===== src/rtl/alu_decode_queue_pkg.sv =====
// Shared MIPS decode constants for alu_decode_queue: opcode/funct/rt encodings,
// alucontrol codes (EXE_*_OP), hazard FSM states and the HI/LO-class predicate.
package alu_decode_queue_pkg;

    // Primary opcodes
    localparam logic [5:0] EXE_SPECIAL_INST = 6'b000000;
    localparam logic [5:0] EXE_REGIMM_INST  = 6'b000001;
    localparam logic [5:0] EXE_J            = 6'b000010;
    localparam logic [5:0] EXE_JAL          = 6'b000011;
    localparam logic [5:0] EXE_BEQ          = 6'b000100;
    localparam logic [5:0] EXE_BNE          = 6'b000101;
    localparam logic [5:0] EXE_BLEZ         = 6'b000110;
    localparam logic [5:0] EXE_BGTZ         = 6'b000111;
    localparam logic [5:0] EXE_ADDI         = 6'b001000;
    localparam logic [5:0] EXE_ADDIU        = 6'b001001;
    localparam logic [5:0] EXE_SLTI         = 6'b001010;
    localparam logic [5:0] EXE_SLTIU        = 6'b001011;
    localparam logic [5:0] EXE_ANDI         = 6'b001100;
    localparam logic [5:0] EXE_ORI          = 6'b001101;
    localparam logic [5:0] EXE_XORI         = 6'b001110;
    localparam logic [5:0] EXE_LUI          = 6'b001111;
    localparam logic [5:0] EXE_LW           = 6'b100011;
    localparam logic [5:0] EXE_SW           = 6'b101011;

    // SPECIAL funct field
    localparam logic [5:0] EXE_SLL   = 6'b000000;
    localparam logic [5:0] EXE_SRL   = 6'b000010;
    localparam logic [5:0] EXE_SRA   = 6'b000011;
    localparam logic [5:0] EXE_SLLV  = 6'b000100;
    localparam logic [5:0] EXE_SRLV  = 6'b000110;
    localparam logic [5:0] EXE_SRAV  = 6'b000111;
    localparam logic [5:0] EXE_JR    = 6'b001000;
    localparam logic [5:0] EXE_JALR  = 6'b001001;
    localparam logic [5:0] EXE_MFHI  = 6'b010000;
    localparam logic [5:0] EXE_MTHI  = 6'b010001;
    localparam logic [5:0] EXE_MFLO  = 6'b010010;
    localparam logic [5:0] EXE_MTLO  = 6'b010011;
    localparam logic [5:0] EXE_MULT  = 6'b011000;
    localparam logic [5:0] EXE_MULTU = 6'b011001;
    localparam logic [5:0] EXE_DIV   = 6'b011010;
    localparam logic [5:0] EXE_DIVU  = 6'b011011;
    localparam logic [5:0] EXE_ADD   = 6'b100000;
    localparam logic [5:0] EXE_ADDU  = 6'b100001;
    localparam logic [5:0] EXE_SUB   = 6'b100010;
    localparam logic [5:0] EXE_SUBU  = 6'b100011;
    localparam logic [5:0] EXE_AND   = 6'b100100;
    localparam logic [5:0] EXE_OR    = 6'b100101;
    localparam logic [5:0] EXE_XOR   = 6'b100110;
    localparam logic [5:0] EXE_NOR   = 6'b100111;
    localparam logic [5:0] EXE_SLT   = 6'b101010;
    localparam logic [5:0] EXE_SLTU  = 6'b101011;

    // REGIMM rt field
    localparam logic [4:0] EXE_BLTZ   = 5'b00000;
    localparam logic [4:0] EXE_BGEZ   = 5'b00001;
    localparam logic [4:0] EXE_BLTZAL = 5'b10000;
    localparam logic [4:0] EXE_BGEZAL = 5'b10001;

    // alucontrol codes
    localparam logic [7:0] EXE_NOP_OP    = 8'h00;
    localparam logic [7:0] EXE_AND_OP    = 8'h24;
    localparam logic [7:0] EXE_OR_OP     = 8'h25;
    localparam logic [7:0] EXE_XOR_OP    = 8'h26;
    localparam logic [7:0] EXE_NOR_OP    = 8'h27;
    localparam logic [7:0] EXE_ANDI_OP   = 8'h59;
    localparam logic [7:0] EXE_ORI_OP    = 8'h5A;
    localparam logic [7:0] EXE_XORI_OP   = 8'h5B;
    localparam logic [7:0] EXE_LUI_OP    = 8'h5C;
    localparam logic [7:0] EXE_SLL_OP    = 8'h7C;
    localparam logic [7:0] EXE_SLLV_OP   = 8'h04;
    localparam logic [7:0] EXE_SRL_OP    = 8'h02;
    localparam logic [7:0] EXE_SRLV_OP   = 8'h06;
    localparam logic [7:0] EXE_SRA_OP    = 8'h03;
    localparam logic [7:0] EXE_SRAV_OP   = 8'h07;
    localparam logic [7:0] EXE_MFHI_OP   = 8'h10;
    localparam logic [7:0] EXE_MTHI_OP   = 8'h11;
    localparam logic [7:0] EXE_MFLO_OP   = 8'h12;
    localparam logic [7:0] EXE_MTLO_OP   = 8'h13;
    localparam logic [7:0] EXE_SLT_OP    = 8'h2A;
    localparam logic [7:0] EXE_SLTU_OP   = 8'h2B;
    localparam logic [7:0] EXE_SLTI_OP   = 8'h57;
    localparam logic [7:0] EXE_SLTIU_OP  = 8'h58;
    localparam logic [7:0] EXE_ADD_OP    = 8'h20;
    localparam logic [7:0] EXE_ADDU_OP   = 8'h21;
    localparam logic [7:0] EXE_SUB_OP    = 8'h22;
    localparam logic [7:0] EXE_SUBU_OP   = 8'h23;
    localparam logic [7:0] EXE_ADDI_OP   = 8'h55;
    localparam logic [7:0] EXE_ADDIU_OP  = 8'h56;
    localparam logic [7:0] EXE_MULT_OP   = 8'h18;
    localparam logic [7:0] EXE_MULTU_OP  = 8'h19;
    localparam logic [7:0] EXE_DIV_OP    = 8'h1A;
    localparam logic [7:0] EXE_DIVU_OP   = 8'h1B;
    localparam logic [7:0] EXE_J_OP      = 8'h4F;
    localparam logic [7:0] EXE_JAL_OP    = 8'h50;
    localparam logic [7:0] EXE_JALR_OP   = 8'h09;
    localparam logic [7:0] EXE_JR_OP     = 8'h08;
    localparam logic [7:0] EXE_BEQ_OP    = 8'h51;
    localparam logic [7:0] EXE_BNE_OP    = 8'h52;
    localparam logic [7:0] EXE_BLEZ_OP   = 8'h53;
    localparam logic [7:0] EXE_BGTZ_OP   = 8'h54;
    localparam logic [7:0] EXE_BLTZ_OP   = 8'h40;
    localparam logic [7:0] EXE_BGEZ_OP   = 8'h41;
    localparam logic [7:0] EXE_BLTZAL_OP = 8'h4A;
    localparam logic [7:0] EXE_BGEZAL_OP = 8'h4B;
    localparam logic [7:0] EXE_LW_OP     = 8'hE3;
    localparam logic [7:0] EXE_SW_OP     = 8'hEB;

    typedef enum logic {
        HZ_IDLE = 1'b0,
        HZ_BUSY = 1'b1
    } hz_state_e;

    typedef struct packed {
        logic hilo;
        logic mul;
        logic div;
        logic ri;
    } entry_flags_t;

    function automatic logic is_hilo_class(input logic [7:0] op);
        return op inside {EXE_MFHI_OP, EXE_MFLO_OP, EXE_MTHI_OP, EXE_MTLO_OP,
                          EXE_MULT_OP, EXE_MULTU_OP, EXE_DIV_OP, EXE_DIVU_OP};
    endfunction

endpackage


===== src/rtl/alu_decode_queue_alu_op_lut.sv =====
// Combinational MIPS op/funct/rt -> alucontrol lookup with HI/LO, mul, div and
// reserved-instruction flags. out ri is only raised when ALU_DECODE_RI_EN is defined.
module alu_op_lut
    import alu_decode_queue_pkg::*;
#(
    parameter int ALUOP_W = 8
) (
    input  logic [31:0]        instr,
    output logic [ALUOP_W-1:0] alucontrol,
    output logic               hilo,
    output logic               mul,
    output logic               div,
    output logic               ri
);

`ifdef ALU_DECODE_RI_EN
    localparam logic RI_EN = 1'b1;
`else
    localparam logic RI_EN = 1'b0;
`endif

    logic [5:0] op;
    logic [5:0] funct;
    logic [4:0] rt;
    logic [7:0] code;
    logic       known;
    logic       unused_fields;

    assign op    = instr[31:26];
    assign funct = instr[5:0];
    assign rt    = instr[20:16];
    assign unused_fields = ^{instr[25:21], instr[15:6]};

    always_comb begin
        code  = EXE_NOP_OP;
        known = 1'b1;
        unique case (op)
            EXE_SPECIAL_INST: begin
                case (funct)
                    EXE_AND:   code = EXE_AND_OP;
                    EXE_OR:    code = EXE_OR_OP;
                    EXE_XOR:   code = EXE_XOR_OP;
                    EXE_NOR:   code = EXE_NOR_OP;
                    EXE_SLL:   code = EXE_SLL_OP;
                    EXE_SRL:   code = EXE_SRL_OP;
                    EXE_SRA:   code = EXE_SRA_OP;
                    EXE_SLLV:  code = EXE_SLLV_OP;
                    EXE_SRLV:  code = EXE_SRLV_OP;
                    EXE_SRAV:  code = EXE_SRAV_OP;
                    EXE_MFHI:  code = EXE_MFHI_OP;
                    EXE_MFLO:  code = EXE_MFLO_OP;
                    EXE_MTHI:  code = EXE_MTHI_OP;
                    EXE_MTLO:  code = EXE_MTLO_OP;
                    EXE_ADD:   code = EXE_ADD_OP;
                    EXE_ADDU:  code = EXE_ADDU_OP;
                    EXE_SUB:   code = EXE_SUB_OP;
                    EXE_SUBU:  code = EXE_SUBU_OP;
                    EXE_SLT:   code = EXE_SLT_OP;
                    EXE_SLTU:  code = EXE_SLTU_OP;
                    EXE_MULT:  code = EXE_MULT_OP;
                    EXE_MULTU: code = EXE_MULTU_OP;
                    EXE_DIV:   code = EXE_DIV_OP;
                    EXE_DIVU:  code = EXE_DIVU_OP;
                    EXE_JR:    code = EXE_JR_OP;
                    EXE_JALR:  code = EXE_JALR_OP;
                    default:   known = 1'b0;
                endcase
            end
            EXE_REGIMM_INST: begin
                case (rt)
                    EXE_BLTZ:   code = EXE_BLTZ_OP;
                    EXE_BGEZ:   code = EXE_BGEZ_OP;
                    EXE_BLTZAL: code = EXE_BLTZAL_OP;
                    EXE_BGEZAL: code = EXE_BGEZAL_OP;
                    default:    known = 1'b0;
                endcase
            end
            EXE_ANDI:  code = EXE_ANDI_OP;
            EXE_ORI:   code = EXE_ORI_OP;
            EXE_XORI:  code = EXE_XORI_OP;
            EXE_LUI:   code = EXE_LUI_OP;
            EXE_ADDI:  code = EXE_ADDI_OP;
            EXE_ADDIU: code = EXE_ADDIU_OP;
            EXE_SLTI:  code = EXE_SLTI_OP;
            EXE_SLTIU: code = EXE_SLTIU_OP;
            EXE_BEQ:   code = EXE_BEQ_OP;
            EXE_BNE:   code = EXE_BNE_OP;
            EXE_BGTZ:  code = EXE_BGTZ_OP;
            EXE_BLEZ:  code = EXE_BLEZ_OP;
            EXE_J:     code = EXE_J_OP;
            EXE_JAL:   code = EXE_JAL_OP;
            EXE_LW:    code = EXE_LW_OP;
            EXE_SW:    code = EXE_SW_OP;
            default:   known = 1'b0;
        endcase
    end

    assign alucontrol = ALUOP_W'(code);
    assign hilo       = is_hilo_class(code);
    assign mul        = (code == EXE_MULT_OP) || (code == EXE_MULTU_OP);
    assign div        = (code == EXE_DIV_OP)  || (code == EXE_DIVU_OP);
    assign ri         = RI_EN & ~known;

endmodule


===== src/rtl/alu_decode_queue.sv =====
// Registered MIPS ALU decoder: decode on input fire into a DEPTH-entry queue, with a
// HI/LO hazard counter holding HI/LO-class heads while a MULT/DIV is busy.
// Optional reserved-instruction flagging on out_ri via ALU_DECODE_RI_EN.
module alu_decode_queue
    import alu_decode_queue_pkg::*;
#(
    parameter int ALUOP_W = 8,
    parameter int DEPTH   = 2,
    parameter int TAG_W   = 32,
    parameter int MUL_LAT = 4,
    parameter int DIV_LAT = 36
) (
    input  logic               clk,
    input  logic               resetn,
    input  logic               flush,
    input  logic               in_valid,
    output logic               in_ready,
    input  logic [31:0]        in_instr,
    input  logic [TAG_W-1:0]   in_tag,
    output logic               out_valid,
    input  logic               out_ready,
    output logic [ALUOP_W-1:0] out_alucontrol,
    output logic [TAG_W-1:0]   out_tag,
    output logic               out_hilo,
    output logic               out_ri
);

    localparam int PTR_W = (DEPTH > 1) ? $clog2(DEPTH) : 1;
    localparam int CNT_W = $clog2(DEPTH + 1);
    localparam int HZ_W  = $clog2(DIV_LAT + 1);

    logic [ALUOP_W-1:0] dec_alu;
    entry_flags_t       dec_flags;

    alu_op_lut #(
        .ALUOP_W (ALUOP_W)
    ) u_lut (
        .instr      (in_instr),
        .alucontrol (dec_alu),
        .hilo       (dec_flags.hilo),
        .mul        (dec_flags.mul),
        .div        (dec_flags.div),
        .ri         (dec_flags.ri)
    );

    logic [ALUOP_W-1:0] alu_mem  [DEPTH];
    logic [TAG_W-1:0]   tag_mem  [DEPTH];
    entry_flags_t       flag_mem [DEPTH];

    logic [PTR_W-1:0] wr_ptr_q, wr_ptr_d;
    logic [PTR_W-1:0] rd_ptr_q, rd_ptr_d;
    logic [CNT_W-1:0] count_q, count_d;
    hz_state_e        state_q, state_d;
    logic [HZ_W-1:0]  hz_cnt_q, hz_cnt_d;

    logic               push;
    logic               pop;
    logic               empty;
    logic               hold;
    logic [ALUOP_W-1:0] head_alu;
    logic [TAG_W-1:0]   head_tag;
    entry_flags_t       head_flags;

    // Ready is purely registered: a full queue refuses pushes even if it pops this cycle.
    assign in_ready = (count_q != CNT_W'(DEPTH));
    assign empty    = (count_q == '0);
    assign push     = in_valid & in_ready & ~flush;

    assign head_alu   = alu_mem[rd_ptr_q];
    assign head_tag   = tag_mem[rd_ptr_q];
    assign head_flags = flag_mem[rd_ptr_q];

    assign hold      = (state_q == HZ_BUSY) & head_flags.hilo;
    assign out_valid = ~empty & ~hold;
    assign pop       = out_valid & out_ready;

    assign out_alucontrol = empty ? '0 : head_alu;
    assign out_tag        = empty ? '0 : head_tag;
    assign out_hilo       = ~empty & head_flags.hilo;
    assign out_ri         = ~empty & head_flags.ri;

    for (genvar gi = 0; gi < DEPTH; gi++) begin : g_entry
        always_ff @(posedge clk) begin
            if (push && (wr_ptr_q == PTR_W'(gi))) begin
                alu_mem[gi]  <= dec_alu;
                tag_mem[gi]  <= in_tag;
                flag_mem[gi] <= dec_flags;
            end
        end
    end

    always_comb begin
        wr_ptr_d = wr_ptr_q;
        rd_ptr_d = rd_ptr_q;
        count_d  = count_q;
        if (flush) begin
            wr_ptr_d = '0;
            rd_ptr_d = '0;
            count_d  = '0;
        end else begin
            if (push) wr_ptr_d = wr_ptr_q + PTR_W'(1);
            if (pop)  rd_ptr_d = rd_ptr_q + PTR_W'(1);
            count_d = count_q + CNT_W'(push) - CNT_W'(pop);
        end
    end

    // The hazard counter ignores flush: an issued mul/div still occupies HI/LO.
    always_comb begin
        state_d  = state_q;
        hz_cnt_d = hz_cnt_q;
        unique case (state_q)
            HZ_IDLE: begin
                if (pop && head_flags.mul) begin
                    state_d  = HZ_BUSY;
                    hz_cnt_d = HZ_W'(MUL_LAT);
                end else if (pop && head_flags.div) begin
                    state_d  = HZ_BUSY;
                    hz_cnt_d = HZ_W'(DIV_LAT);
                end
            end
            HZ_BUSY: begin
                if (hz_cnt_q <= HZ_W'(1)) begin
                    hz_cnt_d = '0;
                    state_d  = HZ_IDLE;
                end else begin
                    hz_cnt_d = hz_cnt_q - HZ_W'(1);
                end
            end
            default: begin
                state_d  = HZ_IDLE;
                hz_cnt_d = '0;
            end
        endcase
    end

    always_ff @(posedge clk or negedge resetn) begin
        if (!resetn) begin
            wr_ptr_q <= '0;
            rd_ptr_q <= '0;
            count_q  <= '0;
            state_q  <= HZ_IDLE;
            hz_cnt_q <= '0;
        end else begin
            wr_ptr_q <= wr_ptr_d;
            rd_ptr_q <= rd_ptr_d;
            count_q  <= count_d;
            state_q  <= state_d;
            hz_cnt_q <= hz_cnt_d;
        end
    end

endmodule


===== config.mk =====
export PLATFORM = sky130hd
export DESIGN_NAME = alu_decode_queue
export DESIGN_NICKNAME = d
export VERILOG_FILES = /design/src/rtl/alu_decode_queue_pkg.sv /design/src/rtl/alu_decode_queue_alu_op_lut.sv /design/src/rtl/alu_decode_queue.sv
export SDC_FILE = /design/constraint.sdc
export NUM_CORES = 1
export LEC_CHECK = 0
export CORE_UTILIZATION = 54
export CTS_BUF_LIST = sky130_fd_sc_hd__clkbuf_4 sky130_fd_sc_hd__clkbuf_8
export CTS_CLUSTER_SIZE = 30
export DETAILED_ROUTE_END_ITERATION = 6
export PLACE_DENSITY_LB_ADDON = 0.1
export SYNTH_ARGS = -nofsm -noshare
export SYNTH_HDL_FRONTEND = slang
export SYNTH_SLANG_ARGS = --single-unit

===== constraint.sdc =====
create_clock -name clk -period 7.25 [get_ports clk]
set_input_delay 1.0875 -clock clk [delete_from_list [all_inputs] [get_ports clk]]
set_output_delay 1.0875 -clock clk [all_outputs]
set_load 0.005 [all_outputs]

==> results of run 1 <==
-- metal layers --
metal  GRT usage  vias to the layer above
met5           0                        -
met4      0.0833                        0
met3      0.0373                       12
met2       0.369                       79
met1       0.241                     1365
li1            -                     1398
-- where the power goes --
part | total, uW | switching, uW | leakage, uW | internal (uW)
clock | 313 | 183 | 0.0000881 | 130
sequential | 739 | 55.3 | 0.000930 | 684
combinational | 618 | 287 | 0.000869 | 331
total | 1670 | 525 | 0.00189 | 1140
-- worst max-delay path, delay by kind of cell, from the launching register on --
kind	cells	cell delay [ns]
buffers and inverters	2	1.00
DFF	1	0.78
muxes	1	0.31
and+or+nand+nor	2	0.21
-- sequential cells by signal, summed over array words and instances (netlist names) --
| name | count |
|---|---|
| tag_mem | 64 |
| alu_mem | 16 |
| flag_mem | 6 |
| hz_cnt_q | 6 |
| count_q | 2 |
| rd_ptr_q | 1 |
| state_q | 1 |
| wr_ptr_q | 1 |
-- kinds of logic after synthesis --
kind of cell	count (synthesis)	synth area share
xor+xnor	5	0.0100
buf+inv	29	0.0323
simple gates	104	0.121
other cells	1	0.000857
flops	97	0.653
mux	43	0.0984
compound gates	46	0.0726
fa+ha+maj	4	0.0114
-- worst paths after layout --
| path | slack (ns) | to | startpoint |
|---|---|---|---|
| max | 3.50 | out_valid | rd_ptr_q |
| min | 0.51 | hz_cnt_q[1] | hz_cnt_q[1] |
| max reg2reg | 4.40 | count_q[1] | rd_ptr_q |
| min reg2reg | 0.51 | hz_cnt_q[1] | hz_cnt_q[1] |
| max in group asynchronous | 5.82 | rd_ptr_q | resetn |
| min in group asynchronous | 1.07 | count_q[1] | resetn |
-- cells in the final DEF (no fill, tap or decap), drive strengths merged, types with 2 or more instances in the layout --
cell           count
a31oi              2
xor2               2
nor4b              2
o21bai             2
o211ai             3
or3                5
clkinv             2
o2111ai            3
nor2b              4
nor2              57
mux2i             43
dfrtp             11
o32a               2
nand3              2
nand2              8
o31ai              4
nand2b             6
xnor2              3
clkdlybuf4s50     96
or2                5
o21ai             14
a21oi              9
nor4               5
or4                2
buf                3
inv               15
nor3               4
ha                 4
clkbuf            10
edfxtp            86
-- area by class of cell --
class,count,share of cell area
inverter,13,0.00873
multi-input combinational,203,0.250
tap,102,0.0228
clock inverter,5,0.00739
timing repair buffer,99,0.176
clock buffer,10,0.0235
sequential,97,0.511
-- stage by stage --
| step | worst slack (ns) | utilization | hold WS (ns) | power [uW] |
|---|---|---|---|---|
| 3_5_place_dp | 3.89 | 0.697 | 0.499 | 1370 |
| 3_3_place_gp | 3.88 | 0.697 | 0.482 | 1350 |
| 6_report | 3.50 | 0.720 | 0.510 | 1670 |
| 2_1_floorplan | 3.55 | - | 0.465 | 1050 |
| 5_1_grt | 3.33 | 0.720 | 0.552 | 1760 |
| 4_1_cts | 3.44 | 0.720 | 0.519 | 1690 |
==> flow_summary.ini, run 1 <==
[detailed_routing]
viasPerCell = 5.40
dr_wl_met3_um = 326
routed.top_layer = met4
dr.pass1.iters = 4
drt_iter0_markers = 72
wirelength_um = 8200
dr_wl_met2_um = 4250
ant_nets = 0
wl_met1_um = 3480
via_count = 2854
wire_per_inst_um = 15.5
route.detailed.drc = 0

[placement]
io_buffers = 96
dp.cells = 514
place.detailed.hpwl_um = 5330
place.gp.congestion = 0.902
detailed_place.area_um2 = 5420

[critical_path]
end_kind = output port
worst-path-max-fanout = 25
worstSetupPathType = register to output port
r2r_cells = 10
critical_path_required_ns = 6.16
crit_arrival_ns = 2.66
slowest_stage = dfrtp_2
critPathLaunchType = register
path_cells = buf_4 -> mux2i_1 -> nor2b_1 -> nor2_1 -> clkdlybuf4s50_1
crit_path_max_incr_delay_ns = 0.78

[clock_tree]
cts_setup_buffers = 0
cts_buffers = 9
cts_resized = 0
cts-root-buf = clkbuf_8
h-tree-depth = 3
cts_buffer_depth = 2
hold_buffers = 0
clk_latency_ns = 0.36
cts_tree = built
clk_pin_slew_worst_paths_ns = 0.08
clkSinkCount = 97

[synth]
yosysSeqAreaShare = 0.653
synth_common_cells = edfxtp_1, nor2_1, mux2i_1
synth_nets = 402
synthTopCellsByArea = edfxtp_1, mux2i_1, dfrtp_1, nor2_1, o21ai_0
syn_avg_cell_area_um2 = 13.3
yosysMostFrequentCell = edfxtp_1
syn_inst = 329
ys_seq_elements = 97
yosys_most_used_dff = edfxtp_1
syn-cell-area_um2 = 4380
yosysTopAreaCellShare = 0.590
synth_cell_types = 52
async_reset_ff_frac = 0.113
synth_edf_count = 86
yosys.area.top_type = edfxtp_1
synth-warning-count = 0

[sta]
hold_violations = 0
fin_setup_tns_ns = 0
worst_slew_pin_slew_ns = 0.999
setup_viol = 0
fin_crit_sh = 0.517
period_needed_ns = 3.75
fin_skew_ns = 0.0114
max_freq_mhz = 267
max-slew-margin-rel = 0.333
rsz0062_at_grt = false
drv_slew = 0

[finish]
post_layout_nonfiller_instances = 529
antenna_cells = 0
final_nets = 496
stdcell_area_um2 = 5590
drive_above_1_share = 0.0890
final-seq-area_um2 = 2860
multi_input_area_um2 = 1400
synthToLayoutAreaGrowth_pct = 27.8
fillers = 542

[die]
pin_count = 113
fp.coreArea_um2 = 7770
die_w_um = 92.0
chipHeight_um = 92.0
rows = 32
start_util = 0.563
die_area_um2 = 8470

[pwr]
p_leak_uw = 0.00189
power_density_nw_per_um2 = 299
peakVddDrop_mv = 0.157

[hold_path]
min_path_type = register to register
holdPathStages = 2

[global_routing]
grt_pass1_wl_um = 13300
grt_usage = 0.205
grt_pass1_vias = 2938
overflow = 0
grt_max_degree = 44
antenna_found_initial = 0

[flow_run]
drv_cap = 0

[status]
status = finished clean
Note: power is estimated with default switching activity, not from simulation.
==> run 2: changes to the inputs <==
- CORE_UTILIZATION: 54 -> 51
- clock period: 7.25 -> 3.8 ns (I/O delays scaled with it)
==> run 2 against run 1 <==
Clock-buffer cell count fell by 1. Flip-flop and latch count did not move. Register-to-register slack got worse by 3.0 ns. Setup slack got worse by 2.6 ns. Critical path depth fell by 1. Sequential share of layout area fell by 0.37 points. Final cell count rose by 0.95%. Cell area rose by 0.74%. Combinational power rose by 93%. Non-clock buffer count rose by 1. Utilization fell by 3.8 points. Largest cell class unchanged.
==> flow_summary.ini, run 2 (synthesized netlist as in run 1, its figures left out) <==
[detailed_routing]
via_count = 2858
wirelength_um = 8080
viasPerCell = 5.35
wire_per_inst_um = 15.1
route.detailed.drc = 0
ant_nets = 0
drt_iter0_markers = 107
dr.pass1.iters = 4

[sta]
fin_crit_sh = 0.757
fin_skew_ns = 0.00860
fin_setup_tns_ns = 0
hold_violations = 0
worst_slew_pin_slew_ns = 0.703
period_needed_ns = 2.88
drv_slew = 0
max-slew-margin-rel = 0.531
setup_viol = 0
rsz0062_at_grt = false
max_freq_mhz = 348

[finish]
largest_reg_flops = 64
final_common_cell = clkdlybuf4s50_1
post_layout_nonfiller_instances = 534
largest_register = tag_mem
mostFrequentLayoutCells = clkdlybuf4s50_1, edfxtp_1, nor2_1
synthToLayoutAreaGrowth_pct = 28.7
reg_top3 = tag_mem: 64 flops, alu_mem: 16 flops
fin_util = 0.682
drive_above_1_share = 0.0909
antenna_cells = 0
final_nets = 497

[global_routing]
grt_pass1_vias = 2744
overflow = 0
antenna_found_initial = 0
grt_usage = 0.192
grt_max_degree = 44
grt_pass1_wl_um = 13000

[critical_path]
crit_arrival_ns = 2.31
critPathLaunchType = register
reg2reg_slack_ns = 1.42
critical_path_required_ns = 3.23
worstSetupPathType = register to output port
worst-path-max-fanout = 24
crit_path_max_incr_delay_ns = 0.84
rr_endpoint = count_q[1]
end_kind = output port
r2r_cells = 9
r2r_start = rd_ptr_q
slowest_stage = dfrtp_2
worstSetupStartpoint = rd_ptr_q
path_cells = buf_12 -> mux2i_1 -> nor2_1 -> clkdlybuf4s50_1

[pwr]
power_density_nw_per_um2 = 569
p_leak_uw = 0.00190
peakVddDrop_mv = 0.263
finalPower_uw = 3210

[flow_run]
drv_cap = 0

[placement]
place.detailed.hpwl_um = 5510
io_buffers = 96
place.gp.congestion = 0.836
dp.cells = 518

[clock_tree]
clk_latency_ns = 0.35
cts_setup_buffers = 0
cts_resized = 0
h-tree-depth = 3
hold_buffers = 0
cts-root-buf = clkbuf_8
cts_tree = built
clkSinkCount = 97
cts_buffers = 9
clk_pin_slew_worst_paths_ns = 0.10
cts_buffer_depth = 2

[die]
rows = 33
die_w_um = 94.6
chipHeight_um = 94.6
start_util = 0.530
pin_count = 113
fp.coreArea_um2 = 8260
die_area_um2 = 8950

[hold_path]
min_path_type = register to register
holdPathStages = 2
whs_endpoint = hz_cnt_q[1]
hold_start = hz_cnt_q[1]

[status]
status = finished clean
-- run 2: changes by cell type in the layout (fill, tap and decap cells not counted), sizes merged --
| cell | previous run | this run |
|---|---|---|
| buf | 3 | 4 |
| clkinv | 2 | 3 |
| inv | 15 | 16 |
| clkbuf | 10 | 9 |
-- run 2: area by class of cell --
type | count | area (um2)
repair buffers | 100 | 1020
inverters | 13 | 48.8
fillers | 624 | 2630
multi-input cells | 203 | 1400
clock buffers | 9 | 124
well taps | 105 | 131
clock inverters | 7 | 53.8
flip-flops and latches | 97 | 2860
-- run 2: routing by layer --
layer  share of wire  global-route usage  vias to the layer above
met2            0.52               0.333                       66
met4           0.014              0.0644                        0
li1                -                   -                     1399
met3           0.040              0.0354                        9
met1            0.42               0.242                     1384
met5               0                   0                        -
-- run 2: worst max-delay path by stage --
stage	end	slack (ns)	cells after the start
3_5_place_dp	flag_mem[0][0]	1.02	6
4_1_cts	out_alucontrol[0]	0.91	4
3_3_place_gp	flag_mem[0][0]	1.05	6
5_1_grt	out_tag[1]	0.82	4
2_1_floorplan	alu_mem[0][0]	0.61	3
6_report	out_alucontrol[0]	0.92	4
-- run 2: power by group --
| group | internal [uW] | switching (uW) |
|---|---|---|
| registers | 1300 | 107 |
| logic | 650 | 538 |
| clock network | 245 | 362 |
-- run 2: through the flow --
stage / hold slack (ns) / worst slack [ns] / cell area [um2]
global route: 0.564 / 0.824 / 5630
CTS: 0.518 / 0.914 / 5630
detailed placement: 0.497 / 1.02 / 5450
global placement: 0.484 / 1.05 / 5450
finish: 0.517 / 0.925 / 5630
floorplan: 0.274 / 0.614 / 4380
-- run 2: critical path: cells and delay by family, from the launching register on --
| family | cells | cell delay (ns) |
|---|---|---|
| DFF | 1 | 0.84 |
| buffers and inverters | 2 | 0.83 |
| muxes | 1 | 0.11 |
| and+or+nand+nor | 1 | 0.16 |
==> run 3: changes to the inputs <==
- clock period: 3.8 -> 2.8 ns (I/O delays scaled with it)
==> run 3 against run 2 <==
Critical path depth unchanged. Sequential power up 33%. Combinational power up 42%. Utilization up 0.89 points. Flip-flop and latch count unchanged. First-iteration DRC count down 4.7%. Clock-buffer cell count unchanged. Clock skew about the same. Register-to-register slack worse by 0.62 ns. Die area unchanged. Setup slack worse by 0.52 ns. Via count up 0.56%.
==> flow_summary.ini, run 3 (synthesized netlist as in run 1, its figures left out) <==
[critical_path]
critical_path_required_ns = 2.38
path_buf_inv = 2
worstSetupPathType = register to output port
critPathLaunchType = register
end_kind = output port
slowest_stage = clkdlybuf4s50_1
r2r_start = count_q[1]
path_cells = buf_4 -> mux2i_1 -> nor2_1 -> clkdlybuf4s50_1
r2r_cells = 8
cp_top_family = buffers and inverters
crit_arrival_ns = 1.98
worst-path-max-fanout = 25
crit_path_max_incr_delay_ns = 0.53
reg2reg_slack_ns = 0.80
rr_endpoint = count_q[1]

[status]
status = finished clean

[detailed_routing]
dr.pass1.iters = 4
drt_iter0_markers = 102
ant_nets = 0
wire_per_inst_um = 14.8
via_count = 2874
route.detailed.drc = 0
wirelength_um = 8070
viasPerCell = 5.28

[clock_tree]
clk_pin_slew_worst_paths_ns = 0.09
cts_tree = built
cts-root-buf = clkbuf_8
cts_buffers = 9
clk_latency_ns = 0.35
cts_resized = 0
hold_buffers = 0
cts_setup_buffers = 0
cts_buffer_depth = 2
h-tree-depth = 3
clkSinkCount = 97

[finish]
drive_above_1_share = 0.109
final_nets = 507
final_common_cell = clkdlybuf4s50_1
fillers = 627
largest_reg_flops = 64
post_layout_nonfiller_instances = 544
reg_top3 = tag_mem: 64 flops, alu_mem: 16 flops
largest_register = tag_mem
synthToLayoutAreaGrowth_pct = 30.4
mostFrequentLayoutCells = clkdlybuf4s50_1, edfxtp_1, nor2_1
antenna_cells = 0
stdcell_area_um2 = 5710

[sta]
fin_skew_ns = 0.00841
max-slew-margin-rel = 0.584
drv_slew = 0
max_freq_mhz = 417
period_needed_ns = 2.40
setup_viol = 0
fin_setup_tns_ns = 0
worst_slew_pin_slew_ns = 0.619
fin_crit_sh = 0.856
rsz0062_at_grt = false
hold_violations = 0

[pwr]
p_sw_uw = 1370
seq_power_share = 0.427
power_density_nw_per_um2 = 766
p_leak_uw = 0.00195
peakVddDrop_mv = 0.371
clock_power_share = 0.186
combinationalPowerShare = 0.387
p_sw_frac = 0.313
finalPower_uw = 4370
p_int_uw = 3000

[global_routing]
grt_pass1_vias = 2772
grt_max_degree = 44
overflow = 0
antenna_found_initial = 0
grt_pass1_wl_um = 12800
grt_usage = 0.190

[placement]
place.detailed.hpwl_um = 5470
detailed_place.area_um2 = 5530
io_buffers = 96
dp.cells = 528
place.gp.congestion = 0.860

[flow_run]
drv_cap = 0

[die]
rows = 33
die_area_um2 = 8950
start_util = 0.530
fp.coreArea_um2 = 8260
die_w_um = 94.6
pin_count = 113
chipHeight_um = 94.6

[hold_path]
min_path_type = input port to asynchronous set/reset pin
run 3: cell types whose count changed in the layout (fill, tap and decap cells not counted):
cell / before / now
clkinv_1: 1 / 2
buf_4: 2 / 12
clkinv_2: 1 / 0
clkinv_4: 1 / 0
inv_6: 2 / 3
run 3: worst max-delay path by stage:
stage / cells past startpoint / end / start
final: 4 / out_alucontrol[0] / rd_ptr_q
after detailed placement: 6 / flag_mem[1][0] / in_instr[31]
after floorplan: 4 / alu_mem[0][0] / count_q[1]
after global routing: 4 / out_alucontrol[0] / rd_ptr_q
after CTS: 4 / out_alucontrol[0] / rd_ptr_q
after global placement: 6 / flag_mem[0][0] / in_instr[31]
run 3: power groups by stage:
stage | Sequential [uW] | Clock, uW | Combinational, uW
after global placement | 1890 | 0 | 1680
final | 1870 | 814 | 1690
after CTS | 1870 | 845 | 1720
after detailed placement | 1900 | 0 | 1700
after floorplan | 1870 | 0 | 853
after global routing | 1890 | 893 | 1860
run 3: cell type report:
type,count,area [um2],share of cell area
flip-flops and latches,97,2860,0.501
multi-input cells,203,1400,0.245
clock buffers,9,124,0.0217
inverters,13,48.8,0.00855
repair buffers,110,1090,0.191
well taps,105,131,0.0230
clock inverters,7,52.6,0.00921
run 3: stage by stage:
stage | setup WS, ns | util | hold slack, ns
6_report | 0.404 | 0.691 | 0.396
2_1_floorplan | -0.335 | - | 0.124
4_1_cts | 0.375 | 0.691 | 0.403
5_1_grt | 0.302 | 0.691 | 0.426
3_3_place_gp | 0.237 | 0.670 | 0.483
3_5_place_dp | 0.112 | 0.670 | 0.501
run 3: per-layer routing:
layer  track usage  routed length, um  vias to the layer above
li1              -                  -                     1422
met1         0.245               3620                     1378
met2         0.321               4080                       69
met3        0.0378                315                        5
met4        0.0631                 57                        0
met5             0                  0                        -
